**src/rtl/core_seq_pkg.sv**
```systemverilog
// ============================================================================
// Module : core_seq_pkg
// Brief  : Shared constants, phase encoding and phase decode for core_seq.
//          Optional feature macro: CORE_SEQ_MISALIGN_TRAP_EN (adds TRAP).
// Rev    : 1.0
// ============================================================================
`default_nettype none

package core_seq_pkg;

    localparam logic [31:0] C_NOP      = 32'h0000_0013;
    localparam logic [31:0] C_RESET_PC = 32'h0000_0000;

    typedef enum logic [2:0] {
        S_FETCH  = 3'd0,
        S_DECODE = 3'd1,
        S_EXEC   = 3'd2,
        S_MEM    = 3'd3,
        S_WB     = 3'd4,
`ifdef CORE_SEQ_MISALIGN_TRAP_EN
        S_HALT   = 3'd5,
        S_TRAP   = 3'd6
`else
        S_HALT   = 3'd5
`endif
    } state_t;

    // Phase enables seen by the datapath; the DECODE and EXEC phases drive nothing.
    typedef struct packed {
        logic fetch;
        logic mem;
        logic wb;
        logic stop;
    } phase_t;

    function automatic phase_t phase_of(input state_t s);
        phase_t p;
        p.fetch = (s == S_FETCH);
        p.mem   = (s == S_MEM);
        p.wb    = (s == S_WB);
`ifdef CORE_SEQ_MISALIGN_TRAP_EN
        p.stop  = (s == S_HALT) || (s == S_TRAP);
`else
        p.stop  = (s == S_HALT);
`endif
        return p;
    endfunction

endpackage

`default_nettype wire

```
**src/rtl/core_seq_fsm.sv**
```systemverilog
// ============================================================================
// Module : core_seq_fsm
// Brief  : Phase state register and next-state logic with registered one-hot
//          phase enables. Macro CORE_SEQ_MISALIGN_TRAP_EN adds the TRAP state.
// Rev    : 1.0
// ============================================================================
`default_nettype none

module core_seq_fsm
    import core_seq_pkg::*;
(
    input  logic clk,
    input  logic rst,
    input  logic i_imem_ready,
    input  logic i_dmem_ready,
    input  logic i_is_load,
    input  logic i_is_store,
    input  logic i_is_halt,
`ifdef CORE_SEQ_MISALIGN_TRAP_EN
    input  logic i_misalign,
`endif
    output logic o_fetch,
    output logic o_mem,
    output logic o_wb,
    output logic o_stop
);

    state_t r_state;
    state_t w_next;
    phase_t r_phase;

    always_comb begin
        w_next = r_state;
        case (r_state)
            S_FETCH:  if (i_imem_ready) w_next = S_DECODE;
            S_DECODE: w_next = S_EXEC;
            S_EXEC: begin
                if (i_is_halt)                    w_next = S_HALT;
                else if (i_is_load || i_is_store) w_next = S_MEM;
                else                              w_next = S_WB;
            end
            S_MEM:    if (i_dmem_ready) w_next = S_WB;
`ifdef CORE_SEQ_MISALIGN_TRAP_EN
            S_WB:     w_next = i_misalign ? S_TRAP : S_FETCH;
            S_TRAP:   w_next = S_TRAP;
`else
            S_WB:     w_next = S_FETCH;
`endif
            S_HALT:   w_next = S_HALT;
            default:  w_next = S_FETCH;
        endcase
    end

    // Enables are registered from the next state so they align with r_state.
    always_ff @(posedge clk or negedge rst) begin
        if (!rst) begin
            r_state <= S_FETCH;
            r_phase <= phase_of(S_FETCH);
        end else begin
            r_state <= w_next;
            r_phase <= phase_of(w_next);
        end
    end

    assign o_fetch = r_phase.fetch;
    assign o_mem   = r_phase.mem;
    assign o_wb    = r_phase.wb;
    assign o_stop  = r_phase.stop;

endmodule

`default_nettype wire

```
**src/rtl/core_seq.sv**
```systemverilog
// ============================================================================
// Module : core_seq
// Brief  : Multi-cycle RV32I sequencer owning PC, IR, MDR and instret, with
//          req/ready memory handshakes. Macro CORE_SEQ_MISALIGN_TRAP_EN
//          enables trapping on a misaligned next PC.
// Rev    : 1.0
// ============================================================================
`default_nettype none

module core_seq
    import core_seq_pkg::*;
#(
    parameter int              XLEN     = 32,
    parameter logic [XLEN-1:0] RESET_PC = XLEN'(C_RESET_PC),
    parameter logic [31:0]     NOP      = C_NOP
) (
    input  logic            clk,
    input  logic            rst,
    output logic            imem_req,
    output logic [XLEN-1:0] imem_addr,
    input  logic            imem_ready,
    input  logic [31:0]     imem_rdata,
    output logic [31:0]     ir,
    output logic [XLEN-1:0] pc,
    input  logic            is_load,
    input  logic            is_store,
    input  logic            is_halt,
    input  logic            reg_we,
    input  logic [XLEN-1:0] npc,
    output logic            dmem_req,
    output logic            dmem_we,
    input  logic            dmem_ready,
    input  logic [XLEN-1:0] dmem_rdata,
    output logic [XLEN-1:0] mdr,
    output logic            rf_we,
    output logic [XLEN-1:0] instret,
    output logic            halted
);

    logic            w_fetch;
    logic            w_mem;
    logic            w_wb;
    logic            w_stop;
    logic [XLEN-1:0] r_pc;
    logic [31:0]     r_ir;
    logic [XLEN-1:0] r_mdr;
    logic [XLEN-1:0] r_instret;

`ifdef CORE_SEQ_MISALIGN_TRAP_EN
    logic w_misalign;
    assign w_misalign = |npc[1:0];
`endif

    core_seq_fsm u_fsm (
        .clk          (clk),
        .rst          (rst),
        .i_imem_ready (imem_ready),
        .i_dmem_ready (dmem_ready),
        .i_is_load    (is_load),
        .i_is_store   (is_store),
        .i_is_halt    (is_halt),
`ifdef CORE_SEQ_MISALIGN_TRAP_EN
        .i_misalign   (w_misalign),
`endif
        .o_fetch      (w_fetch),
        .o_mem        (w_mem),
        .o_wb         (w_wb),
        .o_stop       (w_stop)
    );

    always_ff @(posedge clk or negedge rst) begin
        if (!rst) begin
            r_pc      <= RESET_PC;
            r_ir      <= NOP;
            r_mdr     <= '0;
            r_instret <= '0;
        end else begin
            if (w_fetch && imem_ready) begin
                r_ir <= imem_rdata;
            end
            if (w_mem && dmem_ready && is_load) begin
                r_mdr <= dmem_rdata;
            end
            if (w_wb) begin
                r_instret <= r_instret + 1'b1;
`ifdef CORE_SEQ_MISALIGN_TRAP_EN
                if (!w_misalign) begin
                    r_pc <= npc;
                end
`else
                r_pc <= npc;
`endif
            end
        end
    end

    // The FETCH enable resets high, so the request is masked while reset is held.
    assign imem_req  = w_fetch & rst;
    assign imem_addr = r_pc;
    assign dmem_req  = w_mem;
    assign dmem_we   = w_mem & is_store;
    assign rf_we     = w_wb & reg_we;
    assign halted    = w_stop;
    assign ir        = r_ir;
    assign pc        = r_pc;
    assign mdr       = r_mdr;
    assign instret   = r_instret;

endmodule

`default_nettype wire
```
**config.mk**
```make
export PLATFORM = sky130hd
export DESIGN_NAME = core_seq
export DESIGN_NICKNAME = d
export VERILOG_FILES = /design/src/rtl/core_seq_pkg.sv /design/src/rtl/core_seq_fsm.sv /design/src/rtl/core_seq.sv
export SDC_FILE = /design/constraint.sdc
export NUM_CORES = 1
export LEC_CHECK = 0
export ABC_CLOCK_PERIOD_IN_PS = 5200
export CAP_MARGIN = 20
export CORE_ASPECT_RATIO = 1.4
export CORE_MARGIN = 2
export CORE_UTILIZATION = 44
export DETAILED_ROUTE_END_ITERATION = 8
export HOLD_SLACK_MARGIN = 0.15
export PLACE_DENSITY_LB_ADDON = 0.05
export SETUP_SLACK_MARGIN = 0.15
export SKIP_CTS_REPAIR_TIMING = 1
export SLEW_MARGIN = 20
export SYNTH_ARGS = -nofsm -noshare
export SYNTH_HDL_FRONTEND = slang
export SYNTH_SLANG_ARGS = --single-unit
```
**constraint.sdc**
```tcl
create_clock -name clk -period 5.2 [get_ports clk]
set_clock_uncertainty 0.05 [all_clocks]
set_input_delay 0.78 -clock clk [delete_from_list [all_inputs] [get_ports clk]]
set_output_delay 0.78 -clock clk [all_outputs]
set_load 0.05 [all_outputs]
```
Yosys cells after proc, flatten, opt, wreduce, memory -nomap -nowiden
Index checks and enable logic that the tools add are counted.

Output and inout port bits: 165. Word-level logic and storage cells: 31. Register bits after elaboration: 135. Input bits: 104.

Multiplexer cells: 5. Eq/ne operators: 7. Add/subtract/negate cells: 1. Reduce and logical (&&, ||, !) cells: 6. Bitwise gates (word level): 3.

Operators with widths (number): $add A32 B1 Y32 const B (1); $pmux W3 S5 (1); $mux W3 (4); $eq A3 B2 Y1 const B (3); $eq A3 B3 Y1 const B (3); $logic_not A3 Y1 (2); $and A1 B1 Y1 (3); $eq A3 B1 Y1 const B (1); $logic_and A1 B1 Y1 (3); $logic_or A1 B1 Y1 (1).

Logic depth before layout (Yosys ltp)
Gate-level depths: netlist of the first run.

Depth after elaboration: 5. Depth in mapped cells: 5. Depth with buffers taken out: 5.

Hierarchy
From an unflattened synthesis of the first run, not the netlist that was laid out.

Cells, all modules: 395. Area, all modules: 5539.1 um^2.

Modules (own cells, without submodules): core_seq (area each 5230.0 um^2, instances 1, cells an instance 365, sequential area each 3206.8 um^2); core_seq_fsm (area each 309.0 um^2, instances 1, cells an instance 30, sequential area each 176.4 um^2).

Worst setup path before layout of the first run
OpenSTA, ideal clock, no wires.

Path type: reg2out. Start point: register u_fsm.r_phase (netlist bit u_fsm.o_wb). End point: output rf_we. Required time: 4.370 ns. Arrival time: 1.294 ns. Cell stages (with the launch flop): 4. Buffers on the path: 2. Path slack: 3.076 ns. Cell sequence: dfrtp_1 > buf_4 > clkbuf_1 > and2_1.

Word-level cells in the longest chain between the ends: 1.

Ends and longest elaborated chain: start, declared (RTL line core_seq_fsm.sv:30) `phase_t r_phase;`; start signal, assigned (RTL line core_seq_fsm.sv:58) `r_phase <= phase_of(S_FETCH);`; start signal, assigned (RTL line core_seq_fsm.sv:61) `r_phase <= phase_of(w_next);`; $and A1 B1 Y1 (RTL line core_seq.sv:102) `assign rf_we = w_wb & reg_we;`; end, declared (RTL line core_seq.sv:35) `output logic rf_we,`.

Every way passes these cells.

Final worst setup path of the first run
Start point: input is_store. End point: output dmem_we.

Word-level cells in the longest chain between the ends: 1.

Ends and longest elaborated chain: start, declared (RTL line core_seq.sv:26) `input logic is_store,`; $and A1 B1 Y1 (RTL line core_seq.sv:101) `assign dmem_we = w_mem & is_store;`; end, declared (RTL line core_seq.sv:31) `output logic dmem_we,`.

Every way passes these cells.

==> flow_metrics.tcl, run 1 <==
set metrics [dict create \
    grtUsageTotal_pct 20.8 \
    syn-mean-instance-area_sq_um 14.2 \
    clkLatencyLatePin_ns 0.42 \
    crit_required_ns 4.37 \
    maxCapViolCount 0 \
    core-area_sq_um 12300 \
    io_pins 269 \
    antenna_cells 0 \
    finalSetupTns_ns 0 \
    numCtsBuffers 17 \
    drtIter0Drc 71 \
    yosys_warnings 0 \
    grt_max_degree 53 \
    critPathKind "input pin to output port" \
    syn_nets 493 \
    maxSlewHeadroom_pct 56.5 \
    path_clk_slew_ns 0.06 \
    layout_common_cells "267 x clkdlybuf4s50_1, 131 x dfrtp_1, 97 x mux2_2" \
    syn_to_final_growth_pct 58.3 \
    dieHeight_um 137 \
    cts_tree "done" \
    yosys_most_used_dff "dfrtp_1" \
    leakage_nw 3.72 \
    min_path_type "input pin to asynchronous set/reset pin" \
    die_w_um 98.7 \
    critPathLaunchType "input pin" \
    vias 3960 \
    finalHoldViolCount 0 \
    drt-total-wl_um 13700 \
    htree_levels 4 \
    grt_first_pass_wirelength_um 21500 \
    place.gp.congestion 0.785 \
    timing.final.crit_period_ns 3.03 \
    timing.final.crit_share_pct 58.3 \
    n_fill_cell 868 \
    final_util_pct 71.0 \
    rows 48 \
    dp_cells 767 \
    syn_inst 388 \
    cts-root-buf "clkbuf_16" \
    p_total_mw 6.74 \
    status "finished, final reports clean" \
    worstMarginPinSlew_ns 0.652 \
    nets 741 \
    final_cells 799 \
    synthArstFlopShare_pct 100 \
    ys_seq_area_share_pct 61.2 \
    rsz0062_at_grt "no" \
    power_density_nw_per_um2 771 \
    final_common_cell "clkdlybuf4s50_1" \
    grt-ovfl-total 0 \
    grt_pass1_vias 4169 \
    die_area_sq_um 13500 \
    viasPerCell 4.96 \
    worstSetupEndpointType "output port" \
    drive_above_1_share_pct 22.2 \
    final_antenna_net_count 0 \
    drt-pass1-iter-count 4 \
    drcViolationCount 0 \
    slew_violations 0 \
    initial_utilization_pct 44.9 \
    antenna_found_initial 0 \
    port_buffers 268 \
    max_freq_ghz 0.330 \
    peakVddDrop_v 0.000465 \
    clockBufferDepth 2 \
    ys_seq_elements 135 \
    cts.sinks 135 \
    dp_hpwl_um 10300 \
    syn_area_sq_um 5520 \
    wl_per_cell_um 17.2 \
    cp_max_fo 3 \
    synth_edf_count 0 \
    ys_types 33 \
    setup_viol 0 \
    cp.arrival_ns 2.20 \
]
-- registers in the layout, summed over array words and instances (netlist names) --
| name | count |
|---|---|
| mdr | 32 |
| imem_addr | 32 |
| instret | 32 |
| u_fsm.r_state | 3 |
| ir | 32 |
| u_fsm.o_wb | 1 |
| u_fsm.o_fetch | 1 |
| u_fsm.o_mem | 1 |
| u_fsm.o_stop | 1 |
-- synthesized netlist by cell type, types with 3 or more instances --
cell / n / area share, %
xor2_1: 6 / 0.95
dfstp_2: 4 / 1.9
and2_1: 3 / 0.34
nand3_1: 12 / 1.1
buf_1: 5 / 0.34
dfrtp_1: 131 / 59
nor2_1: 12 / 0.82
mux2_2: 97 / 20
nand4_1: 10 / 1.1
clkbuf_1: 5 / 0.34
xnor2_1: 25 / 4.0
inv_1: 4 / 0.27
and3_1: 5 / 0.57
nand2_1: 12 / 0.82
buf_4: 33 / 4.5
-- final timing paths --
| kind | slack, ns | to | cells past startpoint | startpoint |
|---|---|---|---|---|
| setup / recovery | 2.17 | dmem_we | 3 | is_store |
| hold / removal | 0.21 | imem_addr[11] | 1 | rst |
| setup reg to reg | 3.00 | instret[24] | 5 | u_fsm.o_wb |
| hold reg to reg | 0.43 | instret[31] | 1 | instret[31] |
| max in group asynchronous | 3.91 | ir[26] | 2 | rst |
| min in group clk | 0.43 | instret[31] | 1 | instret[31] |
-- final cells by class --
type / instances / area (sq um) / share of cell area [%]
timing repair buffer: 273 / 2720 / 31.1
clock buffer: 18 / 429 / 4.91
clock inverter: 14 / 175 / 2.00
inverter: 4 / 15.0 / 0.172
multi-input combinational: 205 / 1840 / 21.0
tap: 150 / 188 / 2.15
sequential: 135 / 3380 / 38.7
-- layer usage --
metal  routed length, um  vias to the layer above  part of all wire [%]  global-route usage [%]
met3                1010                       31                   7.3                    7.61
met4                 449                        0                   3.3                    10.6
li1                    -                     1807                     -                       -
met5                   0                        -                     0                       0
met2                7160                      176                    52                    35.3
met1                5110                     1946                    37                    23.0
-- power by group --
group          internal (mW)  leakage (nW)  total, mW  switching, mW
logic                   1.35          1.76       3.76           2.41
clock network          0.758         0.287       1.22          0.461
registers               1.48          1.67       1.76          0.278
total                   3.59          3.72       6.74           3.15
-- per-stage QoR --
step	hold slack, ns	setup WS, ns	area (sq um)
5_1_grt	0.219	2.07	8750
6_report	0.208	2.17	8750
4_1_cts	0.206	2.14	8750
2_1_floorplan	0.434	3.08	5520
3_3_place_gp	0.412	2.17	8140
3_5_place_dp	0.417	2.16	8140
-- critical path, stage by stage --
cell and delay [ns]:
clkdlybuf4s50_1 0.50, and2_1 0.13, clkdlybuf4s50_1 0.79
-- kinds of logic (layout without fill, tap and decap cells) --
| logic type | count (synthesis) | count (layout) | share of synthesized area (%) |
|---|---|---|---|
| compound gates | 9 | 9 | 1.18 |
| simple gates | 67 | 67 | 7.13 |
| xor+xnor | 31 | 31 | 4.92 |
| flops | 135 | 135 | 61.2 |
| buf+inv | 48 | 309 | 5.53 |
| mux | 97 | 97 | 19.8 |
| fa+ha+maj | 1 | 1 | 0.226 |
No activity file was read; power rests on OpenSTA's default activity.
==> inputs of run 2 (changes only) <==
ABC_CLOCK_PERIOD_IN_PS = 2800   (was 5200)
CORE_UTILIZATION = 41   (was 44)
clock period = 2.8 ns   (was 5.2 ns; I/O delays follow)
==> flow_metrics.tcl, run 2 (same netlist as run 1, synthesis figures left out) <==
set metrics [dict create \
    grt_pass1_vias 4136 \
    io_pins 269 \
    finalSetupTns_ns 0 \
    cts-root-buf "clkbuf_16" \
    ff2ff_setup_slack_ns 0.87 \
    initial_utilization_pct 41.7 \
    swShare_pct 45.1 \
    die_w_um 102 \
    n_fill_cell 1024 \
    cp_max_fo 13 \
    grt-ovfl-total 0 \
    drcViolationCount 0 \
    drt-total-wl_um 13700 \
    final_cells 830 \
    clkLatencyLatePin_ns 0.41 \
    final_antenna_net_count 0 \
    cp.arrival_ns 1.88 \
    busiest_layer "met2" \
    p_seq_share_pct 25.6 \
    viasPerCell 4.78 \
    grt_max_degree 103 \
    critPathKind "register to output port" \
    peakVddDrop_v 0.000709 \
    seq_area_sq_um 3380 \
    max_freq_ghz 0.425 \
    dp_hpwl_um 10100 \
    crit_required_ns 2.33 \
    leakage_nw 3.78 \
    rsz0062_at_grt "no" \
    p_switching_mw 5.81 \
    status "finished, final reports clean" \
    timing.final.crit_share_pct 84.1 \
    port_buffers 268 \
    path_clk_slew_ns 0.06 \
    min_path_type "input pin to asynchronous set/reset pin" \
    critPathLaunchType "register" \
    drive_above_1_share_pct 22.4 \
    finalHoldViolCount 0 \
    nets 741 \
    wl_per_cell_um 16.5 \
    clockBufferDepth 2 \
    vias 3971 \
    grt_use_met3_pct 7.59 \
    syn_to_final_growth_pct 61.5 \
    drt-pass1-iter-count 4 \
    core-area_sq_um 13300 \
    dieHeight_um 141 \
    gr-usage-met2_pct 32.8 \
    worstSetupEndpointType "output port" \
    final_common_cell "clkdlybuf4s50_1" \
    grt_first_pass_wirelength_um 21000 \
    layout_common_cells "266 x clkdlybuf4s50_1, 130 x dfrtp_1, 97 x mux2_2" \
    maxSlewHeadroom_pct 60.1 \
    timing.final.crit_period_ns 2.35 \
    maxCapViolCount 0 \
    rows 50 \
    place.gp.congestion 0.745 \
    die_area_sq_um 14400 \
    power_frac_comb_pct 54.0 \
    drtIter0Drc 64 \
    antenna_found_initial 0 \
    cts.sinks 135 \
    worstMarginPinSlew_ns 0.593 \
    use_met1_pct 20.7 \
    p_int_mw 7.07 \
    grtUsageTotal_pct 19.1 \
    clockPowerShare_pct 20.4 \
    cts_tree "done" \
    numCtsBuffers 17 \
    htree_levels 4 \
    multiInputGateArea_sq_um 1840 \
    dp_cells 798 \
    power_density_nw_per_um2 1440 \
    setup_viol 0 \
    antenna_cells 0 \
    final_util_pct 67.3 \
    slew_violations 0 \
]
## run 2: changes by cell type in the layout (fill, tap and decap cells not counted), sizes merged
| cell | delta |
|---|---|
| clkbuf | +1 |
| clkdlybuf4s50 | -1 |
| clkinv | -2 |
| inv | -3 |
| bufinv | +4 |
| clkinvlp | -1 |
| dlygate4sd3 | +1 |
## run 2: path summary, 6_finish.rpt
kind	from	endpoint	cells after the start
min	rst	instret[3]	2
min in group clk	instret[31]	instret[31]	1
max in group asynchronous	rst	mdr[29]	3
min reg2reg	instret[31]	instret[31]	1
max	u_fsm.o_wb	rf_we	2
max reg2reg	instret[0]	instret[24]	5
## run 2: metrics by stage
| step | area [sq um] | power [mW] | hold WS (ns) | worst slack (ns) |
|---|---|---|---|---|
| after floorplan | 5520 | 8.15 | 0.0744 | 0.687 |
| after global placement | 8210 | 10.2 | 0.285 | 0.493 |
| after detailed placement | 8210 | 10.3 | 0.288 | 0.480 |
| after CTS | 8910 | 13.0 | -0.154 | 0.417 |
| after global routing | 8920 | 13.4 | 0.445 | 0.385 |
| final | 8920 | 12.9 | 0.422 | 0.446 |
## run 2: layout make-up
cell class	count	area share, %
multi-input combinational	205	20.6
tap	182	2.55
sequential	135	37.9
clock buffer	19	5.08
clock inverter	12	2.78
inverter	4	0.168
timing repair buffer	273	30.9
## run 2: routing by layer
| layer | share of wire, % | vias up |
|---|---|---|
| met5 | 0 | - |
| met4 | 2.0 | 0 |
| met3 | 8.5 | 18 |
| met2 | 54 | 177 |
| met1 | 36 | 1977 |
| li1 | - | 1799 |
## run 2: worst max-delay path: stages, from the launching register on
cell and delay (ns):
dfrtp_2 0.52, and2_1 0.17, clkdlybuf4s50_1 0.80
## run 2: power by group through the flow
stage                     combinational [mW]  clock (mW)  sequential [mW]
after floorplan                         2.32           0             5.83
after global placement                  6.95           0             3.28
after detailed placement                7.00           0             3.33
after CTS                               7.03        2.68             3.31
after global routing                    7.22        2.75             3.41
final                                   6.96        2.63             3.30
==> inputs of run 3 (changes only) <==
ABC_CLOCK_PERIOD_IN_PS = 2250   (was 2800)
clock period = 2.25 ns   (was 2.8 ns; I/O delays follow)
==> flow_metrics.tcl, run 3 (same netlist as run 1, synthesis figures left out) <==
set metrics [dict create \
    drcViolationCount 0 \
    syn_to_final_growth_pct 62.2 \
    place_ws_ns 0.397 \
    crit_required_ns 1.86 \
    grtUsageTotal_pct 19.8 \
    cp_slowest_cell "clkdlybuf4s50_1" \
    path_clk_slew_ns 0.06 \
    maxCapViolCount 0 \
    cts.sinks 135 \
    critPathLaunchType "register" \
    grt-ovfl-total 0 \
    power_density_nw_per_um2 1770 \
    vias 3979 \
    dp_hpwl_um 10200 \
    finalSetupTns_ns 0 \
    cp.arrival_ns 1.68 \
    crit_family "buffers and inverters" \
    grt_first_pass_wirelength_um 21700 \
    cpPeakStageDelay_ns 0.88 \
    rows 50 \
    grt_pass1_vias 4233 \
    n_fill_cell 1012 \
    maxSlewHeadroom_pct 51.8 \
    initial_utilization_pct 41.7 \
    antenna_found_initial 0 \
    layout_common_cells "242 x clkdlybuf4s50_1, 130 x dfrtp_1, 97 x mux2_2" \
    final_antenna_net_count 0 \
    cp_max_fo 4 \
    rsz0062_at_grt "no" \
    critPathBufInv 1 \
    worstSetupEndpointType "output port" \
    drt-total-wl_um 14000 \
    drive_above_1_share_pct 22.7 \
    nets 742 \
    grt_max_degree 136 \
    finalHoldViolCount 0 \
    status "finished, final reports clean" \
    crit_chain "clkdlybuf4s50_1" \
    wl_per_cell_um 16.8 \
    antenna_cells 0 \
    cts-root-buf "clkbuf_16" \
    die_w_um 102 \
    htree_levels 4 \
    core-area_sq_um 13300 \
    timing.final.crit_period_ns 2.07 \
    numCtsBuffers 17 \
    clkLatencyLatePin_ns 0.41 \
    cts_tree "done" \
    drtIter0Drc 101 \
    postPlaceCellArea_sq_um 8240 \
    dp_cells 799 \
    drt-pass1-iter-count 4 \
    final_cells 831 \
    slew_violations 0 \
    final_cell_area_sq_um 8960 \
    min_path_type "register to register" \
    critPathKind "register to output port" \
    setup_viol 0 \
    place.gp.congestion 0.742 \
    timing.final.crit_share_pct 91.9 \
    final_util_pct 67.5 \
    port_buffers 268 \
    final_common_cell "clkdlybuf4s50_1" \
    peakVddDrop_v 0.000942 \
    leakage_nw 4.13 \
    max_freq_ghz 0.484 \
    setup_ws_ns 0.183 \
    worstMarginPinSlew_ns 0.723 \
    clockBufferDepth 2 \
    io_pins 269 \
    dieHeight_um 141 \
    viasPerCell 4.79 \
    die_area_sq_um 14400 \
]
-- run 3: path summary, 6_finish.rpt --
check	end	start	slack (ns)	depth (start not counted)
worst max-delay path	instret[0]	instret[0]	0.18	1
worst min-delay path	instret[31]	instret[31]	0.43	1
worst max register to register	instret[26]	instret[1]	0.40	5
worst min register to register	instret[31]	instret[31]	0.43	1
max in group asynchronous	instret[0]	rst	0.93	3
min in group asynchronous	instret[19]	rst	0.65	3
-- run 3: power breakdown --
part	switching (mW)	internal [mW]	total, mW	leakage, nW
clock	1.03	2.02	3.05	0.305
sequential	0.655	3.43	4.09	1.67
combinational	5.56	3.15	8.71	2.15
-- run 3: per-stage QoR --
step / power (mW) / hold WS (ns)
6_report: 15.8 / 0.431
5_1_grt: 16.5 / 0.457
4_1_cts: 16.0 / 0.0609
3_5_place_dp: 12.9 / 0.433
3_3_place_gp: 12.8 / 0.427
2_1_floorplan: 10.1 / -0.00809
-- run 3: layer usage --
| metal | share of wire (%) | up-vias | global-route usage (%) | wire length [um] |
|---|---|---|---|---|
| li1 | - | 1813 | - | - |
| met2 | 54 | 154 | 34.9 | 7510 |
| met3 | 7.4 | 19 | 7.24 | 1040 |
| met1 | 37 | 1993 | 20.8 | 5110 |
| met5 | 0 | - | 0 | 0 |
| met4 | 2.3 | 0 | 8.35 | 320 |
-- run 3: cell type report --
class                      count  area, sq um  share of cell area [%]
tap                          182          228                    2.54
multi-input combinational    205         1840                    20.5
timing repair buffer         274         2840                    31.7
clock buffer                  20          457                    5.10
sequential                   135         3380                    37.8
inverter                       4         15.0                   0.168
clock inverter                11          198                    2.21
